`src/rtl/periph_bus_ctrl.sv`:
```
// Peripheral bus controller: decodes a 1 KiB window of 68000 address space into
// four held-strobe peripheral slots, returning DTACK on slot ack or BERR on timeout.
`timescale 1ns/1ps
module periph_bus_ctrl #(
  parameter logic [13:0] BASE    = 14'h3C00,
  parameter int unsigned TIMEOUT = 255
) (
  input  logic        clk,
  input  logic        reset_n,
  input  logic        cpu_as_n,
  input  logic        cpu_uds_n,
  input  logic        cpu_lds_n,
  input  logic        cpu_rw,
  input  logic [23:1] cpu_addr,
  input  logic [15:0] cpu_data_in,
  output logic [15:0] cpu_data_out,
  output logic        cpu_dtack_n,
  output logic        cpu_berr_n,
  output logic [3:0]  p_sel,
  output logic [7:0]  p_addr,
  output logic [15:0] p_data_write,
  output logic        p_uds,
  output logic        p_lds,
  output logic        p_rw,
  input  logic [63:0] p_data_read,
  input  logic [3:0]  p_ack
);

  localparam int unsigned      CNT_W    = $clog2(TIMEOUT + 1);
  localparam logic [CNT_W-1:0] CNT_LAST = CNT_W'(TIMEOUT);

  typedef enum logic [1:0] {S_IDLE, S_ACCESS, S_DONE} state_t;

  state_t           r_state;
  logic [CNT_W-1:0] r_cnt;
  logic [1:0]       r_slot;
  logic [15:0]      r_data_out;
  logic             r_dtack_n;
  logic             r_berr_n;
  logic [3:0]       r_sel;
  logic [7:0]       r_addr;
  logic [15:0]      r_data_write;
  logic             r_uds;
  logic             r_lds;
  logic             r_rw;

  logic             w_start;
  logic             w_ack;
  logic [15:0]      w_rdata;

  assign w_start = ~cpu_as_n & (~cpu_uds_n | ~cpu_lds_n) & (cpu_addr[23:10] == BASE);
  // Only the selected slot's ack can complete a cycle.
  assign w_ack   = |(p_ack & r_sel);
  assign w_rdata = p_data_read[{r_slot, 4'b0000} +: 16];

  always_ff @(posedge clk) begin
    if (!reset_n) begin
      r_state      <= S_DONE;
      r_cnt        <= '0;
      r_slot       <= 2'd0;
      r_data_out   <= 16'h0000;
      r_dtack_n    <= 1'b1;
      r_berr_n     <= 1'b1;
      r_sel        <= 4'b0000;
      r_addr       <= 8'h00;
      r_data_write <= 16'h0000;
      r_uds        <= 1'b0;
      r_lds        <= 1'b0;
      r_rw         <= 1'b1;
    end else begin
      case (r_state)
        S_IDLE: begin
          if (w_start) begin
            r_addr       <= {cpu_addr[7:1], 1'b0};
            r_rw         <= cpu_rw;
            r_data_write <= cpu_data_in;
            r_uds        <= ~cpu_uds_n;
            r_lds        <= ~cpu_lds_n;
            r_sel        <= 4'b0001 << cpu_addr[9:8];
            r_slot       <= cpu_addr[9:8];
            r_cnt        <= '0;
            r_state      <= S_ACCESS;
          end
        end
        S_ACCESS: begin
          // Ack takes priority over a timeout reached on the same edge.
          if (w_ack) begin
            if (r_rw) r_data_out <= w_rdata;
            r_sel     <= 4'b0000;
            r_uds     <= 1'b0;
            r_lds     <= 1'b0;
            r_dtack_n <= 1'b0;
            r_state   <= S_DONE;
          end else if (r_cnt + CNT_W'(1) == CNT_LAST) begin
            r_cnt     <= CNT_LAST;
            r_sel     <= 4'b0000;
            r_uds     <= 1'b0;
            r_lds     <= 1'b0;
            r_berr_n  <= 1'b0;
            r_state   <= S_DONE;
          end else begin
            r_cnt <= r_cnt + CNT_W'(1);
          end
        end
        S_DONE: begin
          if (cpu_as_n) begin
            r_dtack_n <= 1'b1;
            r_berr_n  <= 1'b1;
            r_state   <= S_IDLE;
          end
        end
        default: r_state <= S_DONE;
      endcase
    end
  end

  assign cpu_data_out = r_data_out;
  assign cpu_dtack_n  = r_dtack_n;
  assign cpu_berr_n   = r_berr_n;
  assign p_sel        = r_sel;
  assign p_addr       = r_addr;
  assign p_data_write = r_data_write;
  assign p_uds        = r_uds;
  assign p_lds        = r_lds;
  assign p_rw         = r_rw;

endmodule

```
`config.mk`:
```
export PLATFORM = sky130hd
export DESIGN_NAME = periph_bus_ctrl
export DESIGN_NICKNAME = d
export VERILOG_FILES = /design/src/rtl/periph_bus_ctrl.sv
export SDC_FILE = /design/constraint.sdc
export NUM_CORES = 1
export LEC_CHECK = 0
export BUFFER_PORTS_ARGS = -buffer_cell sky130_fd_sc_hd__buf_2
export CAP_MARGIN = 20
export CORE_MARGIN = 1.5
export CORE_UTILIZATION = 40
export CTS_CLUSTER_SIZE = 20
export DETAILED_ROUTE_END_ITERATION = 7
export PLACE_DENSITY_LB_ADDON = 0.2
export REMOVE_ABC_BUFFERS = 1
export SLEW_MARGIN = 5
export SYNTH_ARGS = -nofsm -noshare
export SYNTH_HDL_FRONTEND = slang
export SYNTH_SLANG_ARGS = --single-unit
```
`constraint.sdc`:
```
create_clock -name clk -period 2.5 [get_ports clk]
set_input_delay 0.125 -clock clk [delete_from_list [all_inputs] [get_ports clk]]
set_output_delay 0.125 -clock clk [all_outputs]
set_load 0.02 [all_outputs]
```
==> results by stage, run 1 <==
Run status:
- The run finished with clean final reports.

GRT:
- The via count of the first global-routing pass was 2,896.
- The pin count of the biggest net entering global routing is 38.
- The overflow left after global routing is 0.
- The number of antenna violations at the first check in global routing was 0.
- The global-route wire length before repair is 12.48 mm.
- In the global route stage, overall resource usage came out at 20.81%.

Critical path:
- The most common cell type on the critical path is sky130_fd_sc_hd__nand3_1.
- The cell family contributing the most delay on the critical path is compound AO/OA/AOI/OAI gates.
- The endpoint class of the critical path is a register.
- The critical path goes through ha_1 > nand3_1 > xnor2_1 > nand3_1 > a2111o_1 > a31o_4 > a22o_1.
- Data on the critical path arrives at its endpoint at 2380 ps.
- The sum of buffers and inverters on the critical path is 0.
- Of all nets on the critical path, the largest fanout is 7.
- The worst setup path is launched from a register.
- The worst setup path is of the reg2reg kind.
- The slowest library cell on the worst path is sky130_fd_sc_hd__dfxtp_1.
- The required time reported for the critical path endpoint is 2720 ps.
- The largest stage delay on the critical path is 440 ps.

Clock network:
- The clock passes through at most 2 buffers.
- In this run, post-CTS repair resized a total of 0 instances.
- The TritonCTS clock tree is yes.
- The root buffer cell is sky130_fd_sc_hd__clkbuf_8.
- The number of clock buffers added by TritonCTS is 9.
- The clock-pin slew on the worst setup and hold paths is 70 ps.
- The later-pin clock latency in the skew report is 330 ps.
- The H-tree generated during clock tree synthesis spans 3 levels.
- The number of clock sinks is 60.

Floorplanning:
- The die is approximately 88 um wide.
- From bottom edge to top edge, the die measures 87.97 um.
- The floorplan step defined a die boundary enclosing 7738 um^2.
- The starting density of the core is 42.04%.
- The area of the placeable core is about 6900 um^2.
- The number of core rows is 30.
- For this design the top-level I/O count stands at 162.

Drt:
- The count of TritonRoute iterations in the first routing pass is 4.
- After the first detailed-routing iteration, the DRC count stood at 86.
- The DRC violation count after routing is 0.
- The average wire per standard cell is 13.48 um.
- After detailed routing, the number of vias per cell comes to around 5.
- The final layout contains routed wiring with a total length of approximately 7.9 mm.
- Summing over every cut layer, the via total after detailed routing is roughly 2,900.
- The count of nets left with antenna violations once routing finished came out at 0.

Synth:
- The average size of a mapped cell is ~8.9 um^2.
- The number of cells produced by synthesis is approximately 320.
- After synthesis the netlist holds a flip-flop and latch count of 60.
- Yosys mapped a number of flops with a built-in enable equal to 0.
- Summing the sequential cell areas from Yosys gives 41.59% of the chip area.
- In this run the cell area of the synthesized design comes to 2888 um^2.
- Among all flip-flop cells after synthesis, the most frequent one is sky130_fd_sc_hd__dfxtp_1.
- The proportion of netlist area held by the largest area contributor is slightly above 40%.
- In the synthesized netlist the async set-or-reset flop fraction comes to 0%.
- The leading cell type by number of instances after synthesis is sky130_fd_sc_hd__nand2_1.
- The commonest cells after synthesis are sky130_fd_sc_hd__nand2_1, sky130_fd_sc_hd__dfxtp_1, sky130_fd_sc_hd__a21boi_0.
- During synthesis, Yosys emitted a total of 0 warnings.
- Counting distinct cell types in the post-synthesis netlist gives 40.
- The synthesized design spends more area on one cell type than any other, namely sky130_fd_sc_hd__dfxtp_1.
- By area the synthesized netlist is led by sky130_fd_sc_hd__dfxtp_1, sky130_fd_sc_hd__nand2_1, sky130_fd_sc_hd__mux4_2.

STA:
- The tightest hold path in the finished design has a slack of 17.20 ps.
- Setup violations remaining at the end of the flow were counted as 0.
- The slew at the pin with the worst max-slew slack is 758.8 ps.
- The worst path needs roughly 2200 ps of the cycle, external delays included.
- Adding up every negative setup slack in the final design gives 0 ps.
- The worst max-slew margin expressed relative to the limit is 49.34%.
- The fraction of the cycle the final worst path needs is 86.38%.
- The setup skew after layout is 6.657 ps.
- The hold violation total from the final report came to 0.
- The count of pins over their slew limit came to 0.
- Based on the critical path, the design can be clocked at up to 463.1 MHz.
- Setup repair after global routing left no endpoint under its margin.

Placement:
- Buffers placed on the I/O ports in this run total 160.
- Including well taps, the total number of placed cells is 565.
- At the end of routability-driven placement, the weighted congestion stood at 0.8102.
- The sum of net half-perimeters after detailed placement is 5.814 mm.

Final layout:
- In the final layout, the share of cells above drive strength 1 is roughly 42%.
- The final-stage net count is around 600.
- Counting the fill cells in the layout gives about 620.
- Relative to the synthesized area, the layout overhead comes to 39.56%.
- The number of inserted diodes is 0.
- The number of non-filler instances in the completed layout is approximately 580.
- The sequential cells in the finished layout cover a total of around 1200 um^2.
- In the final layout, the multi-input gates occupy 1590 um^2.

Power and ir drop:
- The total power density per cell area is 516.4 nW/um^2.
- The highest ir drop seen on vdd is 0.0003408 V.
- The analysis attributes to cell leakage a power of 1.732 nW.

Job:
- The max-cap violation count is 0.

Min path:
- The type of the tightest min-delay check is in2reg.
==> power by group <==
group	total [mW]	internal [mW]	switching, mW	leakage, nW
Combinational	0.147	0.0957	0.0510	1.13
Clock	0.976	0.568	0.408	0.114
Sequential	0.959	0.956	0.00265	0.483
==> per-layer routing <==
layer | global-route usage (%) | routed length (um)
met1 | 23.62 | 3417
met2 | 36.78 | 3767
met3 | 5.467 | 619
met4 | 8.802 | 65
met5 | 0 | 0
==> repair_timing <==
| item | CTS | global route |
|---|---|---|
| hold buffers | 3 | 0 |
| endpoints found under the hold margin | 3 | 0 |
| setup buffers | 0 | 0 |
==> logic make-up (layout without fill, tap and decap cells) <==
kind of cell | after synthesis | after routing | share of synthesized area, %
AO/OA/AOI/OAI | 71 | 71 | 18.07
XOR/XNOR | 3 | 3 | 0.9100
adder cells (fa/ha/maj) | 2 | 2 | 0.8664
buffers and inverters | 24 | 189 | 3.553
flip-flops | 60 | 60 | 41.59
multiplexers | 16 | 16 | 12.48
other | 1 | 1 | 0.1299
AND/OR/NAND/NOR | 146 | 146 | 22.40
==> cells in the final DEF, fill, tap and decap left out, types with 2 or more instances in the layout <==
cell type,synthesis,layout
sky130_fd_sc_hd__buf_2,7,160
sky130_fd_sc_hd__nand2_1,98,98
sky130_fd_sc_hd__dfxtp_1,60,60
sky130_fd_sc_hd__a21boi_0,41,41
sky130_fd_sc_hd__nand3_1,16,16
sky130_fd_sc_hd__mux4_2,16,16
sky130_fd_sc_hd__o21ai_0,9,9
sky130_fd_sc_hd__nor2_1,9,9
sky130_fd_sc_hd__clkbuf_8,0,9
sky130_fd_sc_hd__buf_4,1,7
sky130_fd_sc_hd__a31oi_1,5,5
sky130_fd_sc_hd__nor4_1,5,4
sky130_fd_sc_hd__o2bb2ai_1,4,4
sky130_fd_sc_hd__inv_1,3,3
sky130_fd_sc_hd__and3_1,3,3
sky130_fd_sc_hd__a21oi_1,3,3
sky130_fd_sc_hd__clkinv_4,0,3
sky130_fd_sc_hd__dlygate4sd3_1,0,3
sky130_fd_sc_hd__nor4b_1,2,2
sky130_fd_sc_hd__a22oi_1,2,2
sky130_fd_sc_hd__xor2_1,2,2
sky130_fd_sc_hd__a21boi_1,2,2
sky130_fd_sc_hd__a22o_1,2,2
sky130_fd_sc_hd__ha_1,2,2
sky130_fd_sc_hd__bufinv_16,0,2
==> worst paths after layout <==
| kind | startpoint | to | slack, ps | cells after the start |
|---|---|---|---|---|
| min reg2reg | r_slot[0] | r_slot[0] | 450 | 2 |
| max reg2reg | r_cnt[0] | p_sel[0] | 340 | 7 |
| max | r_cnt[0] | p_sel[0] | 340 | 7 |
| min | cpu_addr[9] | p_sel[1] | 20 | 2 |
==> area by class of cell <==
cell class | instances | area share (%)
clock buffer | 9 | 3.074
inverter | 3 | 0.2794
sequential | 60 | 29.80
timing repair buffer | 170 | 21.92
tap | 96 | 2.980
multi-input combinational | 239 | 39.46
clock inverter | 7 | 2.484
==> flip-flops by register name, indices dropped and copies added (netlist names) <==
name,flops
cpu_data_out,16
p_addr,7
r_state,2
p_data_write,16
p_rw,1
p_uds,1
cpu_berr_n,1
r_slot,2
p_lds,1
p_sel,4
cpu_dtack_n,1
r_cnt,8
==> stage by stage <==
step           cell area, um^2  setup slack (ps)  total power [mW]  utilization [%]
3_3_place_gp              3776             456.8             1.122            54.97
5_1_grt                   4030             220.6             2.164            58.67
3_5_place_dp              3776             382.8             1.124            54.97
2_1_floorplan             2796            -755.1             1.019                -
4_1_cts                   4030             356.9             2.105            58.67
6_report                  4030             340.6             2.081            58.67
Note: power is estimated with default switching activity, not from simulation.
==> run 2, diff against run 1 <==
--- a/config.mk
+++ b/config.mk
@@ -7,8 +7,10 @@
 export LEC_CHECK = 0
 export BUFFER_PORTS_ARGS = -buffer_cell sky130_fd_sc_hd__buf_2
 export CAP_MARGIN = 20
+export CELL_PAD_IN_SITES_DETAIL_PLACEMENT = 0
+export CELL_PAD_IN_SITES_GLOBAL_PLACEMENT = 1
 export CORE_MARGIN = 1.5
-export CORE_UTILIZATION = 40
+export CORE_UTILIZATION = 31
 export CTS_CLUSTER_SIZE = 20
 export DETAILED_ROUTE_END_ITERATION = 7
 export PLACE_DENSITY_LB_ADDON = 0.2
==> results by stage, run 2 (synthesized netlist as in run 1, its figures left out) <==
Run status:
- The run finished with clean final reports.

Min path:
- The number of cells on the worst hold path is 2 (unchanged).
- For hold timing, the worst endpoint is p_sel[1].
- The min-delay analysis places its worst path in the category in2reg.
- The worst hold path begins at cpu_addr[9].

Floorplanning:
- The starting density of the core is 31.55% (-10 points).
- The area of the placeable core is 9153 um^2 (+33%).
- The number of core rows is 35 (+17%).
- The width of the die is 99.52 um (+13%).
- The die outline area is 9903 um^2 (+28%).
- The vertical extent of the die was 99.52 um (+13%).
- The number of top-level design ports is 162 (unchanged).

Critical path:
- The capturing point of the worst reg2reg path is p_sel[2].
- The required time reported for the critical path endpoint is 2720 ps (about the same).
- The critical path start-end classification is reg2reg.
- In this design, the largest share of critical-path delay is due to compound AO/OA/AOI/OAI gates.
- The slack of the worst reg-to-reg path is 340 ps (about the same).
- The most common cell type on the critical path is sky130_fd_sc_hd__nand3_1.
- The maximum fanout encountered on the critical timing path was 7 (unchanged).
- The signal arrival time at the worst endpoint is 2380 ps (about the same).
- The worst setup path is captured at a register.
- The reg-to-reg startpoint is r_cnt[1].
- The sum of buffers and inverters on the critical path is 0 (unchanged).
- The cell count along the critical path is 7 (unchanged).
- The depth of the worst register-to-register path is 7 (unchanged).
- The slowest library cell on the worst path is sky130_fd_sc_hd__dfxtp_1.
- STA classifies the critical path startpoint as a register.
- The critical path goes through ha_1 > nand3_1 > xnor2_1 > nand3_1 > a2111o_1 > a31o_4 > a22o_1.
- The largest stage delay on the critical path is 450 ps (about the same).

Placement:
- The worst slack after detailed placement is 402.1 ps (+19.30 ps).
- The cell count after placement is 580 (+2.7%).
- The routability-driven placement congestion ratio is 0.7418 (-8.4%).
- The sum of net half-perimeters after detailed placement is 6.335 mm (+9.0%).
- The total of buffers placed on input and output ports is 160 (unchanged).
- The placement-stage cell area is 3795 um^2 (+0.50%).

Drt:
- The met3 wire length is 789 um (+27%).
- The routed via count divided by cell count was 4.791 (-4.5%).
- The count of TritonRoute iterations in the first routing pass is 4 (unchanged).
- The detailed-route wire length on metal 1 is 3.667 mm (+7.3%).
- The highest layer used for signal routing is met4.
- The final wirelength is 8.418 mm (+7.0%).
- The count of nets left with antenna violations after detail routing was 0 (unchanged).
- The overall via count from detail_route is 2,870 (-2.0%).
- The average wire per standard cell is 14.05 um (+4.3%).
- The wire length on met2 is 3.901 mm (+3.6%).
- The first-iteration detailed-routing DRC count was 88 (+2.3%).
- The DRC violation count after routing was 0 (unchanged).

GRT:
- The total track usage was 17.14% (-3.7 points).
- The pin count of the biggest net entering global routing is 31 (-18%).
- The number of antenna violations at the first check in global routing came to 1 (+1).
- The via count of the first global-routing pass came to 2,790 (-3.7%).
- The global-route wire length before repair came to 13.48 mm (+8.0%).
- The overflow left after global routing was 0 (unchanged).

Power and ir drop:
- The reported leakage power came to 1.735 nW (+0.20%).
- The combinational power share is 7.0% (about the same).
- The highest ir drop seen on vdd came to 0.0003081 V (-9.6%).
- The internal power is 1.712 mW (+5.7%).
- The clock network fraction of design power is 48.3% (+1.4 points).
- The sequential cell fraction of total power is 44.7% (-1.4 points).
- The net switching power is 431.9 uW (-6.5%).
- The total power density per cell area is 528.6 nW/um^2 (+2.4%).
- The fraction of power spent switching nets is 20.14% (-2.0 points).

STA:
- The worst max-slew margin expressed relative to the limit is 50.05% (+0.71 points).
- The number of setup violations in the final report came to 0 (unchanged).
- The count of pins over their slew limit is 0 (unchanged).
- Setup repair after global routing left no endpoint under its margin.
- The maximum frequency from static timing analysis is 464.0 MHz (+0.20%).
- The total negative slack for setup checks is 0 ps (unchanged).
- The shortest period the worst path allows is 2155 ps (-4.206 ps).
- The hold violation total from the final report was 0 (unchanged).
- The setup skew after layout is 5.982 ps (-0.6754 ps).
- The worst-case setup margin in the final layout is 344.8 ps (+4.206 ps).
- The fraction of the cycle the final worst path needs is 86.21% (-0.17 points).
- The slew at the pin with the worst max-slew slack came to 748.2 ps (-10.62 ps).

Final layout:
- The final-stage net count came to 598 (unchanged).
- The fill cell instance count of the final layout was 945 (+51%).
- The library cell used most frequently in the layout, excluding fill and tap cells, is sky130_fd_sc_hd__buf_2.
- The top cell types in the final layout, fill and taps aside, are sky130_fd_sc_hd__buf_2, sky130_fd_sc_hd__nand2_1, sky130_fd_sc_hd__dfxtp_1, sky130_fd_sc_hd__a21boi_0.
- The number of inserted diodes came to 0 (unchanged).
- The final design area excluding fillers was 4056 um^2 (+0.65%).
- The utilization after layout came to 44.32% (-14 points).
- The share of layout cells above drive strength 1 is 41.80% (-0.41 points).
- Relative to the synthesized area, the layout overhead comes to 40.47%.
- The number of non-filler instances in the completed layout is 599 (+2.6%).

Clock network:
- TritonCTS built the clock tree.
- The clock-pin slew on the worst setup and hold paths was 70 ps (about the same).
- The later-pin clock latency in the skew report is 330 ps (about the same).
- The number of resized instances in the post-cts repair step is 0 (unchanged).
- The number of levels in the clock H-tree was 3 (unchanged).
- The number of clock sinks is 60 (unchanged).
- CTS placed an instance of sky130_fd_sc_hd__clkbuf_8 at the clock tree root.
- The worst-case clock buffer depth is 2 (unchanged).
- The total clock buffers created by CTS is 9 (unchanged).

Job:
- The max-cap violation count is 0 (unchanged).
==> run 2: cell types whose count changed in the layout (fill, tap and decap cells not counted) <==
cell	previous run	this run
sky130_fd_sc_hd__inv_6	1	0
sky130_fd_sc_hd__clkinv_4	3	0
sky130_fd_sc_hd__clkinv_2	1	2
sky130_fd_sc_hd__bufinv_16	2	3
sky130_fd_sc_hd__clkbuf_1	0	2
==> run 2: through the flow <==
stage	hold WS, ps	total power, mW
floorplan	196.8	1.019
global placement	336.1	1.125
finish	21.09	2.144
global route	31.64	2.235
CTS	13.70	2.174
detailed placement	337.7	1.127
==> run 2: layout make-up <==
class	count	area, um^2	area share (%)
clock buffers	11	131.4	3.239
clock inverters	5	100.1	2.468
inverters	3	11.26	0.2776
multi-input cells	239	1590	39.20
flip-flops and latches	60	1201	29.61
well taps	111	138.9	3.424
repair buffers	170	883.3	21.78
==> run 2: worst register-to-register path, stage by stage, from the launching register on <==
cell and delay, ps:
sky130_fd_sc_hd__dfxtp_1 450, sky130_fd_sc_hd__ha_1 290, sky130_fd_sc_hd__nand3_1 150, sky130_fd_sc_hd__xnor2_1 170, sky130_fd_sc_hd__nand3_1 110, sky130_fd_sc_hd__a2111o_1 370
sky130_fd_sc_hd__a31o_4 280, sky130_fd_sc_hd__a22o_1 220
==> run 2: what timing repair did <==
action,CTS,global route
hold buffers,3,0
endpoints found under the hold margin,3,0
buffers inserted,0,0
==> run 2: worst max-delay path by stage <==
| stage | from | to | slack, ps |
|---|---|---|---|
| finish | r_cnt[1] | p_sel[2] | 340 |
| global route | r_cnt[1] | p_sel[2] | 220 |
| CTS | r_cnt[1] | p_sel[2] | 360 |
| detailed placement | r_cnt[1] | p_sel[0] | 400 |
| global placement | r_cnt[0] | p_sel[2] | 450 |
| floorplan | cpu_addr[11] | p_sel[0] | -760 |
==> run 2: routing by layer <==
layer | vias to the layer above | GRT usage (%)
met5 | - | 0
met4 | 0 | 3.575
met3 | 7 | 6.184
met2 | 130 | 29.29
met1 | 1277 | 20.80
li1 | 1456 | -
==> run 2: power groups by stage <==
| stage | Combinational, mW | Sequential (mW) | Clock [mW] |
|---|---|---|---|
| global placement | 0.145 | 0.981 | 0 |
| detailed placement | 0.147 | 0.981 | 0 |
| floorplan | 0.0394 | 0.980 | 0 |
| CTS | 0.152 | 0.959 | 1.06 |
| global route | 0.166 | 0.959 | 1.11 |
| finish | 0.149 | 0.959 | 1.04 |
